===== config.mk =====
export PLATFORM = sky130hd
export DESIGN_NAME = servo_pwm_timebase
export DESIGN_NICKNAME = d
export VERILOG_FILES = /design/src/rtl/servo_pkg.sv /design/src/rtl/servo_tick_prescaler.sv /design/src/rtl/servo_pwm_timebase.sv
export SDC_FILE = /design/constraint.sdc
export NUM_CORES = 1
export LEC_CHECK = 0
export CAP_MARGIN = 20
export CORE_ASPECT_RATIO = 0.8
export CORE_UTILIZATION = 35
export CTS_CLUSTER_SIZE = 28
export DETAILED_ROUTE_END_ITERATION = 12
export PLACE_DENSITY = 0.64
export SLEW_MARGIN = 40
export SYNTH_ARGS = -nofsm -noshare
export SYNTH_HDL_FRONTEND = slang
export SYNTH_HIERARCHICAL = 1
export SYNTH_SLANG_ARGS = --single-unit

===== constraint.sdc =====
create_clock -name CLOCK -period 14.7 [get_ports CLOCK]
set_input_delay 2.205 -clock CLOCK [delete_from_list [all_inputs] [get_ports CLOCK]]
set_output_delay 2.205 -clock CLOCK [all_outputs]
set_load 0.005 [all_outputs]

===== src/rtl/servo_pkg.sv =====
// servo_pkg: shared FSM state type, default parameters and centre-width helper for the servo PWM timebase
package servo_pkg;
  typedef enum logic [1:0] {IDLE, PENDING, SLEWING} state_t;
  localparam int DEF_COUNT_WIDTH  = 12;
  localparam int DEF_PRESCALE_DIV = 244;
  localparam int DEF_MIN_WIDTH    = 205;
  localparam int DEF_MAX_WIDTH    = 410;
  localparam int DEF_SLEW_STEP    = 4;
  function automatic int centre_width(input int lo, input int hi);
    return (lo + hi) / 2;
  endfunction
endpackage


===== src/rtl/servo_tick_prescaler.sv =====
// servo_tick_prescaler: divides the clock down to one tick every PRESCALE_DIV clocks while enabled
module servo_tick_prescaler
  import servo_pkg::*;
#(
  parameter int PRESCALE_DIV = DEF_PRESCALE_DIV
) (
  input  logic clk,
  input  logic rst_n,
  input  logic en,
  output logic tick
);
  localparam int PW = PRESCALE_DIV > 1 ? $clog2(PRESCALE_DIV) : 1;
  logic [PW-1:0] pre_q, pre_d;
  // tick on the last prescaler count; disabling parks the prescaler at zero
  always_comb begin
    tick  = en && (pre_q == PW'(PRESCALE_DIV - 1));
    pre_d = (!en || tick) ? '0 : pre_q + 1'b1;
  end
  // prescaler register
  always_ff @(posedge clk or negedge rst_n)
    if (!rst_n) pre_q <= '0;
    else        pre_q <= pre_d;
endmodule


===== src/rtl/servo_pwm_timebase.sv =====
// servo_pwm_timebase: PWM period counter plus slew-limited pulse-width tracker for hobby servos
module servo_pwm_timebase
  import servo_pkg::*;
#(
  parameter int COUNT_WIDTH  = DEF_COUNT_WIDTH,
  parameter int PRESCALE_DIV = DEF_PRESCALE_DIV,
  parameter int MIN_WIDTH    = DEF_MIN_WIDTH,
  parameter int MAX_WIDTH    = DEF_MAX_WIDTH,
  parameter int SLEW_STEP    = DEF_SLEW_STEP
) (
  input  logic                   CLOCK,
  input  logic                   RESET_N,
  input  logic                   ENABLE,
  input  logic [COUNT_WIDTH-1:0] POS_DATA,
  input  logic                   POS_VALID,
  output logic                   POS_READY,
  output logic [COUNT_WIDTH-1:0] COUNT_VALUE,
  output logic [COUNT_WIDTH-1:0] PULSE_WIDTH,
  output logic                   PERIOD_START
);
  localparam int XW = COUNT_WIDTH + 1;
  localparam logic [XW-1:0] MIN_W = XW'(MIN_WIDTH);
  localparam logic [XW-1:0] MAX_W = XW'(MAX_WIDTH);
  localparam logic [XW-1:0] STEP  = XW'(SLEW_STEP);
  localparam logic [COUNT_WIDTH-1:0] CENTRE = COUNT_WIDTH'(centre_width(MIN_WIDTH, MAX_WIDTH));

  logic                   tick, boundary, accept, up;
  logic [COUNT_WIDTH-1:0] cnt_q, cnt_d, width_q, width_d, tgt_q, tgt_d;
  logic                   ps_q, ps_d, ready_q, ready_d;
  state_t                 state_q, state_d;
  logic [XW-1:0]          req, clamped, w_ext, t_ext, mag, step, stepped;

  servo_tick_prescaler #(.PRESCALE_DIV(PRESCALE_DIV)) u_prescaler (
    .clk   (CLOCK),
    .rst_n (RESET_N),
    .en    (ENABLE),
    .tick  (tick)
  );

  // period counter; the wrap tick is the boundary, flagged in the cycle the count reads zero
  always_comb begin
    boundary = tick && (&cnt_q);
    cnt_d    = !ENABLE ? '0 : tick ? cnt_q + 1'b1 : cnt_q;
    ps_d     = boundary;
  end

  // clamp requests and compute one slew step in XW bits so nothing wraps
  always_comb begin
    req     = {1'b0, POS_DATA};
    clamped = req < MIN_W ? MIN_W : req > MAX_W ? MAX_W : req;
    w_ext   = {1'b0, width_q};
    t_ext   = {1'b0, tgt_q};
    up      = t_ext > w_ext;
    mag     = up ? t_ext - w_ext : w_ext - t_ext;
    step    = mag > STEP ? STEP : mag;
    stepped = up ? w_ext + step : w_ext - step;
  end

  // FSM: width only moves on a boundary, so the comparator sees it change together with PERIOD_START
  always_comb begin
    state_d = state_q;
    tgt_d   = tgt_q;
    width_d = width_q;
    accept  = POS_VALID && ready_q;
    if (accept) tgt_d = clamped[COUNT_WIDTH-1:0];
    if (state_q == IDLE) begin
      if (accept) state_d = PENDING;
    end else if (boundary) begin
      width_d = stepped[COUNT_WIDTH-1:0];
      state_d = (stepped == (accept ? clamped : t_ext)) ? IDLE : SLEWING;
    end
    ready_d = state_d != PENDING;
  end

  // state registers; reset drops any target and recentres the servo
  always_ff @(posedge CLOCK or negedge RESET_N)
    if (!RESET_N) begin
      cnt_q   <= '0;
      ps_q    <= 1'b0;
      width_q <= CENTRE;
      tgt_q   <= CENTRE;
      state_q <= IDLE;
      ready_q <= 1'b0;
    end else begin
      cnt_q   <= cnt_d;
      ps_q    <= ps_d;
      width_q <= width_d;
      tgt_q   <= tgt_d;
      state_q <= state_d;
      ready_q <= ready_d;
    end

  assign POS_READY    = ready_q;
  assign COUNT_VALUE  = cnt_q;
  assign PULSE_WIDTH  = width_q;
  assign PERIOD_START = ps_q;
endmodule


# --- After elaboration in Yosys (flattened, before gate mapping) ---
# Index checks and enable logic that the tools add are counted.
word_totals:
  wordCells: 43
  register_bits: 48
  in_bits: 16
op_classes:
  n_eq_ne: 4
  reduce_logical: 8
  n_mux: 13
  order_cmp: 4
  n_bitwise: 1
  addsub: 6
op_table:
  columns: ["op", "count"]
  rows:
  - ["$mux 12", 5]
  - ["$mux 13", 3]
  - ["$sub 12x12->13", 2]
  - ["$add 12x13->13", 1]
  - ["$eq 13x12->1", 1]
  - ["$gt 13x3->1 const B", 1]
  - ["$sub 12x13->13", 1]
  - ["$add 12x1->12 const B", 1]
  - ["$gt 12x12->1", 1]
  - ["$gt 12x9->1 const B", 1]
  - ["$lt 12x8->1 const B", 1]
  - ["$reduce_and 12->1", 1]
  - ["$add 8x1->8 const B", 1]
  - ["$eq 8x8->1 const B", 1]
  - ["$mux 2", 4]
  - ["$mux 8", 1]
  - ["$ne 2x1->1 const B", 2]
  - ["$logic_and 1x1->1", 3]
  - ["$logic_not 2->1", 1]
  - ["$reduce_and 2->1", 1]
  - ["$logic_not 1->1", 1]
  - ["$logic_or 1x1->1", 1]
  - ["$not 1->1", 1]

# --- Longest topological paths before layout ---
logic_depth:
  depth_word: 11
  depth_mapped: 28
  ltp_nobuf: 27

# --- Hierarchy ---
# Netlist, hierarchy kept.
by_module_without_submodules:
  columns: ["module", "cells_per_inst", "area_each_um2", "instances"]
  rows:
  - ["servo_pwm_timebase", 457, 3895.0, 1]
  - ["servo_tick_prescaler", 40, 401.6, 1]

# --- Worst setup path before layout ---
# No wires, ideal clock.
synth_path:
  path_kind: "reg2reg"
  startpoint: "register width_q[1] (netlist: PULSE_WIDTH[1])"
  endpoint: "register state_q[1]"
  setup_ns: 0.131
  stages_incl_launch_ff: 27
  slack_ns: 9.121
  path_buffers: 1
  t_arrival_ns: 5.448
  period_less_slack_ns: 5.579
  path_cell_list: "dfstp_2 -> inv_1 -> fa_1 -> a21o_1 -> a221oi_4 -> a21oi_2 -> xor2_1 -> or4_1 -> o31ai_1 -> and4_1 -> buf_6 -> nand3_2 -> or2_1 -> ha_1 -> nand2_1 -> o31a_1 -> ha_1 -> nor2b_1 -> o21ai_0 -> a2bb2oi_1 -> a21oi_1 -> xnor2_1 -> xor2_1 -> nand2_1 -> or4_1 -> nor4_1 -> a31oi_1"
synth_via:
  elab_chain_len: 10
  elab_cells_between_ends: 13
  classes_between: "add/sub (4); order compare (2); eq/ne (1); mux (6)"
synth_lines:
  columns: ["item", "line", "text"]
  rows:
  - ["start: declaration", "servo_pwm_timebase.sv:28", "logic [COUNT_WIDTH-1:0] cnt_q, cnt_d, width_q, width_d, tgt_q, tgt_d;"]
  - ["start signal: assignment", "servo_pwm_timebase.sv:87", "width_q <= width_d;"]
  - ["$sub 12x12->13 / $gt 12x12->1 (equally long branches)", "servo_pwm_timebase.sv:54, servo_pwm_timebase.sv:53", null]
  - ["$mux 13", "servo_pwm_timebase.sv:54", "mag = up ? t_ext - w_ext : w_ext - t_ext;"]
  - ["$gt 13x3->1", "servo_pwm_timebase.sv:55", "step = mag > STEP ? STEP : mag;"]
  - ["$mux 13", "servo_pwm_timebase.sv:55", null]
  - ["$sub 12x13->13 / $add 12x13->13 (equally long branches)", "servo_pwm_timebase.sv:56", "stepped = up ? w_ext + step : w_ext - step;"]
  - ["$mux 13 *", "servo_pwm_timebase.sv:56", null]
  - ["$eq 13x12->1 *", "servo_pwm_timebase.sv:70", "state_d = (stepped == (accept ? clamped : t_ext)) ? IDLE : SLEWING;"]
  - ["$mux 2 *", "servo_pwm_timebase.sv:70", null]
  - ["$mux 2 *", "servo_pwm_timebase.sv:68", "end else if (boundary) begin"]
  - ["$mux 2 *", "servo_pwm_timebase.sv:66", "if (state_q == IDLE) begin"]
  - ["net state_d[1]", "servo_pwm_timebase.sv:30", "state_t state_q, state_d;"]
  - ["end signal: assignment", "servo_pwm_timebase.sv:89", "state_q <= state_d;"]
  - ["end: declaration", "servo_pwm_timebase.sv:30", null]
# The timed path passes the listed nets; every way through them passes the cells marked *.
# A chain may end at the register's enable or synchronous reset.

# --- Final worst setup path ---
layout_path:
  startpoint: "register width_q[5] (netlist: PULSE_WIDTH[5])"
  endpoint: "register state_q[1]"
# The elaborated chain is that of the path after synthesis.

==> impl_metrics.env <==
export IMPL_worstPathBufferInverterCount=1
export IMPL_setup_viol=0
export IMPL_placed_area_mm2=0.00481
export IMPL_ys_flop_type="sky130_fd_sc_hd__dfrtp_1"
export IMPL_worst_path_max_fanout=19
export IMPL_worstPathArrival_ns=6.68
export IMPL_achievable_frequency_mhz=154
export IMPL_place_ws_ns=8.31
export IMPL_insertion_delay_ns=0.29
export IMPL_synthDistinctLibCells=65
export IMPL_grt_pass1_vias=3558
export IMPL_layout_area_seq_mm2=0.00121
export IMPL_maxCapViolCount=0
export IMPL_cts_post_setup_buffers_inserted=0
export IMPL_finalSetupTns_ns=0
export IMPL_final_max_slew_viol_count=0
export IMPL_detailed_place_hpwl_mm=8.48
export IMPL_cts_made_buffers=5
export IMPL_finClkSkew_ns=0.00701
export IMPL_core_region_area_mm2=0.0117
export IMPL_r2r_start="PULSE_WIDTH[5]"
export IMPL_post_synth_design_cell_area_mm2=0.00430
export IMPL_final_core_util_pct=42.4
export IMPL_syn_inst=497
export IMPL_yosys_warnings=6
export IMPL_wire_length_of_the_first_global_routing_pass_mm=17.8
export IMPL_hold_path_cell_count=1
export IMPL_rsz0062_at_grt="no"
export IMPL_final_cell_count_no_fill=682
export IMPL_hold_buffers=0
export IMPL_max_vdd_ir_drop_mv=0.0665
export IMPL_die_height_um=101
export IMPL_timing_reg2reg_setup_slack_ns=8.19
export IMPL_clock_tree_buffer_depth=2
export IMPL_postSynthAreaPerCell_um2=8.65
export IMPL_dieWidth_um=126
export IMPL_min_period_ns=6.51
export IMPL_worstReg2RegEnd="state_q[1]"
export IMPL_static_leakage_power_nw=2.19
export IMPL_run_status="completed"
export IMPL_critPathMaxStageDelay_ns=0.64
export IMPL_clockRootBuffer="sky130_fd_sc_hd__clkbuf_16"
export IMPL_synthArstFlopShare_pct=100
export IMPL_post_route_cells_drive_above_1_share_pct=9.55
export IMPL_drt_vias_per_instance=5.54
export IMPL_hold_end="u_prescaler/pre_q[0]"
export IMPL_totalWireLength_mm=10.7
export IMPL_clock_sink_count=48
export IMPL_clock_tree_htree_level_count=2
export IMPL_timing_setup_critical_path_class="register to register"
export IMPL_clk_pin_slew_worst_paths_ns=0.07
export IMPL_total_nets_final=591
export IMPL_startpoint_type="register"
export IMPL_worst_hold_startpoint="u_prescaler/pre_q[0]"
export IMPL_drt_pass1_iterations=5
export IMPL_starting_utilization_of_the_core_area_pct=36.6
export IMPL_globalplace_congestion=0.877
export IMPL_placement_io_buffers=41
export IMPL_timing_final_crit_share_pct=44.3
export IMPL_fillCellCount=1146
export IMPL_globalRouteOverflowTotal=0
export IMPL_hold_viol=0
export IMPL_design_die_area_mm2=0.0127
export IMPL_worst_slew_pin_transition_ns=0.761
export IMPL_final_cell_mix="40 x sky130_fd_sc_hd__a21oi_1, 40 x sky130_fd_sc_hd__nand2_1, 40 x sky130_fd_sc_hd__clkdlybuf4s50_1, 39 x sky130_fd_sc_hd__ha_1, 38 x sky130_fd_sc_hd__dfrtp_1"
export IMPL_multiInputGateArea_mm2=0.00286
export IMPL_ys_seq_area_share_pct=28.2
export IMPL_detailedRoute_firstIterationViolations=230
export IMPL_max_slew_margin_pct=49.3
export IMPL_synth_edff_count=0
export IMPL_power_density_mw_per_mm2=105
export IMPL_grt_antenna_before_repair=0
export IMPL_path_delay_family="compound AO/OA/AOI/OAI gates"
export IMPL_worst_r2r_path_depth=25
export IMPL_drt_drc_violations_left=0
export IMPL_cts_tree="done"
export IMPL_numPlacedInstances=674
export IMPL_cts_repair_resized=0
export IMPL_worst_hold_path_type="register to register"
export IMPL_final_instance_area_mm2=0.00498
export IMPL_route_vias_total=3778
export IMPL_grt_start_max_net_pins=49
export IMPL_ios=42
export IMPL_register_bit_total_from_synthesis=48
export IMPL_fin_ws_ns=8.19
export IMPL_antenna_diode_count=0
export IMPL_avgRoutedWirePerCell_um=15.7
export IMPL_globalRouteTotalUtil_pct=17.4
export IMPL_area_growth_pct=15.9
export IMPL_floorplan_rows=35
export IMPL_drt_antenna_violating_nets=0
export IMPL_worst_ep_required_time_ns=14.86
export IMPL_crit_slowest_cell="sky130_fd_sc_hd__o21ai_2"
export IMPL_synth_fp_nets=555
export IMPL_timing_critical_path_to_type="register"
[metal layers]
metal	share of wire [%]	GRT usage [%]	wire, um
met5	0	0	0
met1	49	25.0	5280
met3	5.3	3.13	563
met2	44	27.3	4740
met4	0.94	3.52	101
[cell type report]
cell class	instances	share of cell area (%)
multi-input cells	400	57.4
flip-flops and latches	48	24.4
repair buffers	43	8.44
well taps	148	3.72
inverters	35	2.64
clock buffers	5	2.51
clock inverters	3	0.930
[worst register-to-register path, delay by kind of cell, from the launching register on]
| kind | cells | cell delay [ns] |
|---|---|---|
| XOR/XNOR | 3 | 0.58 |
| buffers and inverters | 1 | 0.05 |
| multiplexers | 1 | 0.30 |
| AND/OR/NAND/NOR | 9 | 1.83 |
| AO/OA/AOI/OAI | 8 | 2.00 |
| flip-flops | 1 | 0.56 |
| adder cells (fa/ha/maj) | 3 | 1.05 |
[power by group]
group | internal, mW | switching, mW | total (mW)
Sequential | 0.147 | 0.0121 | 0.159
Clock | 0.0808 | 0.0514 | 0.132
Combinational | 0.0909 | 0.139 | 0.229
[through the flow]
stage	hold slack (ns)	total power [mW]
floorplan	0.452	0.337
global placement	0.484	0.385
detailed placement	0.486	0.386
CTS	0.496	0.521
global route	0.515	0.553
finish	0.492	0.521
[cells by family after synthesis]
| family | Yosys count | share of synthesized area (%) |
|---|---|---|
| xor gates and xnor gates | 47 | 9.58 |
| adders and majority gates | 42 | 12.8 |
| muxes | 11 | 2.80 |
| buffers and inverters | 49 | 5.24 |
| DFF | 48 | 28.2 |
| and+or+nand+nor | 161 | 19.8 |
| AOI/OAI and AO/OA | 139 | 21.6 |
[flip-flops by register name, summed over array words and instances, names as in the netlist]
register	count
POS_READY	1
PERIOD_START	1
PULSE_WIDTH	12
tgt_q	12
state_q	2
u_prescaler/pre_q	8
COUNT_VALUE	12
[how the worst max path moves through the flow]
stage              startpoint         end  slack, ns  cells past startpoint
2_1_floorplan  PULSE_WIDTH[1]  state_q[1]       9.12                     26
3_3_place_gp   PULSE_WIDTH[8]  state_q[1]       8.40                     26
3_5_place_dp   PULSE_WIDTH[5]  state_q[1]       8.31                     25
4_1_cts        PULSE_WIDTH[5]  state_q[1]       8.27                     25
5_1_grt        PULSE_WIDTH[5]  state_q[1]       7.53                     25
6_report       PULSE_WIDTH[5]  state_q[1]       8.19                     25
[synth_stat cells (all sizes together), types with 10 or more instances]
cell / count / share of area (%)
o21ai: 38 / 5.0
a21o: 10 / 1.7
nand2: 40 / 3.5
dfstp: 10 / 6.1
nor2: 36 / 3.1
a21oi: 42 / 5.1
inv: 35 / 3.1
ha: 39 / 11
and2: 15 / 2.2
dfrtp: 38 / 22
nand3: 14 / 2.0
xor2: 22 / 4.5
xnor2: 25 / 5.1
(Power assumes the default switching activity.)
